### src/rtl/bin2bcd_seq.sv
// Sequential signed-binary to BCD converter (double dabble, one bit per clock).
// Takes a two's-complement value and produces a sign flag plus DIGITS
// registered BCD digits. Requires 10**DIGITS > 2**(DATA_W-1) so that the
// magnitude of the most negative input still fits.
//
// state | meaning
// ------+---------------------------------------------------------------
// IDLE  | waiting for i_start; captures sign and magnitude when it arrives
// SHIFT | one add-3 correction plus left shift per clock, DATA_W clocks
// DONE  | publishes the scratch digits and sign, pulses o_rdy
module bin2bcd_seq #(
    parameter int DATA_W = 16,
    parameter int DIGITS = 5
) (
    input  logic                  clk,
    input  logic                  rst,
    input  logic                  i_start,
    input  logic [DATA_W-1:0]     i_data,
    output logic                  o_busy,
    output logic                  o_rdy,
    output logic                  o_sign,
    output logic [4*DIGITS-1:0]   o_bcd
);

    localparam int BCD_W = 4 * DIGITS;
    localparam int CNT_W = $clog2(DATA_W + 1);
    localparam logic [DATA_W-1:0] ONE   = 1;
    localparam logic [CNT_W-1:0]  LOAD  = CNT_W'(DATA_W);
    localparam logic [CNT_W-1:0]  LAST  = CNT_W'(1);
    localparam logic [CNT_W-1:0]  DEC   = CNT_W'(1);

    typedef enum logic [1:0] {
        IDLE,
        SHIFT,
        DONE
    } state_t;

    state_t             state;
    logic [BCD_W-1:0]   scratch;
    logic [BCD_W-1:0]   scratch_adj;
    logic [DATA_W-1:0]  mag;
    logic [CNT_W-1:0]   cnt;
    logic               sign_r;

    // Add-3 correction on every scratch digit that would overflow past 9 after the shift.
    always_comb begin
        scratch_adj = scratch;
        for (int d = 0; d < DIGITS; d++) begin
            if (scratch[4*d +: 4] >= 4'd5) begin
                scratch_adj[4*d +: 4] = scratch[4*d +: 4] + 4'd3;
            end
        end
    end

    // Conversion FSM with all outputs registered; o_rdy defaults low so it pulses once.
    always_ff @(posedge clk or negedge rst) begin
        if (!rst) begin
            state   <= IDLE;
            scratch <= '0;
            mag     <= '0;
            cnt     <= '0;
            sign_r  <= 1'b0;
            o_busy  <= 1'b0;
            o_rdy   <= 1'b0;
            o_sign  <= 1'b0;
            o_bcd   <= '0;
        end else begin
            o_rdy <= 1'b0;
            case (state)
                IDLE: begin
                    if (i_start) begin
                        sign_r  <= i_data[DATA_W-1];
                        // the most negative input negates to itself, which is
                        // the correct unsigned magnitude
                        mag     <= i_data[DATA_W-1] ? (~i_data + ONE) : i_data;
                        scratch <= '0;
                        cnt     <= LOAD;
                        o_busy  <= 1'b1;
                        state   <= SHIFT;
                    end
                end
                SHIFT: begin
                    {scratch, mag} <= {scratch_adj[BCD_W-2:0], mag, 1'b0};
                    cnt            <= cnt - DEC;
                    if (cnt == LAST) begin
                        state <= DONE;
                    end
                end
                DONE: begin
                    o_bcd  <= scratch;
                    // a zero result never reports negative
                    o_sign <= sign_r && (scratch != '0);
                    o_rdy  <= 1'b1;
                    o_busy <= 1'b0;
                    state  <= IDLE;
                end
                default: begin
                    state <= IDLE;
                end
            endcase
        end
    end

endmodule

### config.mk
export PLATFORM = sky130hd
export DESIGN_NAME = bin2bcd_seq
export DESIGN_NICKNAME = d
export VERILOG_FILES = /design/src/rtl/bin2bcd_seq.sv
export SDC_FILE = /design/constraint.sdc
export NUM_CORES = 1
export LEC_CHECK = 0
export CAP_MARGIN = 20
export CORE_MARGIN = 5
export CORE_UTILIZATION = 35
export DETAILED_ROUTE_END_ITERATION = 8
export PLACE_DENSITY_LB_ADDON = 0.05
export SYNTH_ARGS = -nofsm -noshare
export SYNTH_HDL_FRONTEND = slang
export SYNTH_SLANG_ARGS = --single-unit
### constraint.sdc
create_clock -name clk -period 1.97 [get_ports clk]
set_input_delay 0.2955 -clock clk [delete_from_list [all_inputs] [get_ports clk]]
set_output_delay 0.2955 -clock clk [all_outputs]
set_load 0.01 [all_outputs]
==> results.cfg <==
[finish]
multiInputGateArea_um2 = 1560
layout-drive-gt1-share = 0.146
nNetsFinal = 408
num-fill-cells = 941
area.growth.synth_to_final_pct = 26.9
stdcell_count = 506
regArea_um2 = 1680
diodes = 0

[sta]
period_needed_ns = 1.84
worstMarginPinSlew_ns = 0.400
fin_ws_ns = 0.127
relSlewSlack = 0.730
setup_tns_ns = 0
fmax_ghz = 0.542
rsz0062_at_grt = false
setup_viol = 0
finalCritPeriodShare = 0.936
report.final.slew_viol_count = 0
fin_skew_ns = 0.0110
hold_viol = 0

[detailed_routing]
dr.pass1.iters = 4
routed_wl_um = 7250
drtIter0Drc = 66
wl_per_cell_um = 14.3
vias = 2520
vias_per_cell = 4.98
drc = 0
final_antenna_net_count = 0

[outcome]
status = complete, no violations

[global_routing]
grt-ovfl-total = 0
grt_start_max_net_pins = 68
grt_usage = 0.136
grt_pass1_wl_um = 12400
antenna_found_initial = 0
grt_pass1_vias = 2618

[job]
cap_violations = 0

[power]
ir_drop_mv = 0.479
p_per_area_nw_per_um2 = 1310
p_total_mw = 5.60
netSwitchingFraction = 0.362
pwr-share-comb = 0.411
power.leakage_nw = 1.88
power_frac_seq = 0.405
power_switching_mw = 2.03
power_frac_clock = 0.184
p_int_mw = 3.57

[clocking]
cts_root_buffer = clkbuf_8
cts.clk_slew.worst_paths_ns = 0.07
h-tree-depth = 3
cts_tree = built
clk_latency_ns = 0.34
cts_sinks = 67
cts_setup_buffers = 0
clock_path_buffers = 2
numCtsBuffers = 9

[logic_synthesis]
synth_edf_count = 0
ys_types = 39
syn_area_um2 = 3360
synth_nets = 352
syn_inst = 316
ys.warnings.count = 0
ys_ff_latch = 67
synth_ff_type = dfrtp_1
async_flop_share = 1.00
yosysSeqAreaShare = 0.500
syn_avg_cell_area_um2 = 10.6

[min_path]
hold_class = flip-flop to flip-flop
holdCritStartpoint = o_bcd[17]$_DFFE_PN0P_

[placed_design]
dp_hpwl_um = 5080
dpl.cell_count = 489
post-place-ws_ns = -0.301
port_buffers = 41
place_congestion = 0.886

[critical_path]
critPathMaxFanout = 8
crit_path_end_kind = flip-flop
critPathArrivalTime_ns = 2.09
crit_type = input pin to flip-flop
cp-startpoint = i_data[6]
cp-start-kind = input pin
cp.required_ns = 2.21
timing.rr.start = scratch[12]$_DFFE_PN0P_

[floorplan]
die_w_um = 108
die_area_um2 = 11600
start_util = 0.361
core_um2 = 9280
die_y_um = 108
boundaryPins = 42
rows = 35
## stage by stage
step | hold WS, ns | util | instance area [µm²]
2_1_floorplan | -0.0000911 | - | 3360
3_3_place_gp | 0.352 | 0.437 | 4060
3_5_place_dp | 0.348 | 0.437 | 4060
4_1_cts | 0.484 | 0.457 | 4240
5_1_grt | 0.501 | 0.459 | 4260
6_report | 0.477 | 0.459 | 4260
## power by group through the flow
stage	Sequential [mW]	Combinational (mW)	Clock, mW
2_1_floorplan	2.23	1.56	0
3_5_place_dp	2.30	2.33	0
6_report	2.26	2.30	1.03
5_1_grt	2.34	2.61	1.12
4_1_cts	2.27	2.34	1.06
3_3_place_gp	2.29	2.30	0
## timing repair
action                                 CTS  global route
endpoints found under the hold margin   67             0
hold buffers                             1             0
gates resized for setup                  0             3
setup endpoints to repair                0             4
## state kept, by name (all words and copies together), names as in the netlist
register  count
cnt           5
mag          16
o_bcd        20
o_busy        1
o_rdy         1
o_sign        1
scratch      20
sign_r        1
state         2
## final cells by class
cell class | count | share of cell area
timing repair buffer | 65 | 0.147
clock inverter | 2 | 0.00235
tap | 129 | 0.0379
multi-input combinational | 213 | 0.367
clock buffer | 14 | 0.0382
inverter | 16 | 0.0141
sequential | 67 | 0.394
## synth_stat cells (10+ instances only)
master    number  area (µm²)
o21ai_0       34         170
inv_1         16        60.1
a22oi_1       14         105
o22ai_1       10        62.6
nand2_1       22        82.6
clkbuf_1      18        67.6
o31ai_1       11        82.6
xor2_1        12         105
a21oi_1       10        50.1
ha_1          17         213
mux2_2        11         124
dfrtp_1       67        1680
## critical path, cell delays in order
cell and delay [ns]:
clkdlybuf4s50_1 0.42, or4_4 0.60, or4_1 0.54, o31ai_1 0.23
## cells in the final DEF, fill, tap and decap left out, drive strengths merged, types with 2 or more instances in the layout
master and count:
o31ai 11, mux2 11, nand2b 9, clkbuf 14, or4 5, or2 2, inv 16, o22ai 10
clkdlybuf4s50 40, nor2b 4, nand2 22, xnor2 7, nor3b 5, clkinv 2, a32o 5, buf 24
o21ai 37, o41ai 4, dfrtp 67, a21oi 10, ha 17, xor2 12, nand3 3, mux2i 5
a22oi 14, a22o 5, nor2 3
## path summary, 6_finish.rpt
kind	end	slack, ns	depth (start not counted)
max	mag[15]$_DFFE_PN0P_	0.13	4
min reg2reg	o_bcd[17]$_DFFE_PN0P_	0.48	2
min	o_bcd[17]$_DFFE_PN0P_	0.48	2
max reg2reg	scratch[14]$_DFFE_PN0P_	0.34	6
max in group asynchronous	o_bcd[7]$_DFFE_PN0P_	1.17	3
min in group asynchronous	o_bcd[16]$_DFFE_PN0P_	0.49	3
## layer usage
| layer | global-route usage | routed length (µm) | vias up |
|---|---|---|---|
| met3 | 0.0222 | 220 | 11 |
| met1 | 0.169 | 3440 | 1206 |
| met4 | 0.0685 | 138 | 0 |
| met5 | 0 | 0 | - |
| li1 | - | - | 1260 |
| met2 | 0.227 | 3450 | 43 |
## logic make-up after synthesis
family	after synthesis	share of synthesized area
and+or+nand+nor	59	0.0966
buffers and inverters	36	0.0406
adders and majority gates	17	0.0634
muxes	16	0.0518
xor gates and xnor gates	19	0.0496
AOI/OAI and AO/OA	102	0.198
DFF	67	0.500
No activity file was read; power rests on OpenSTA's default activity.
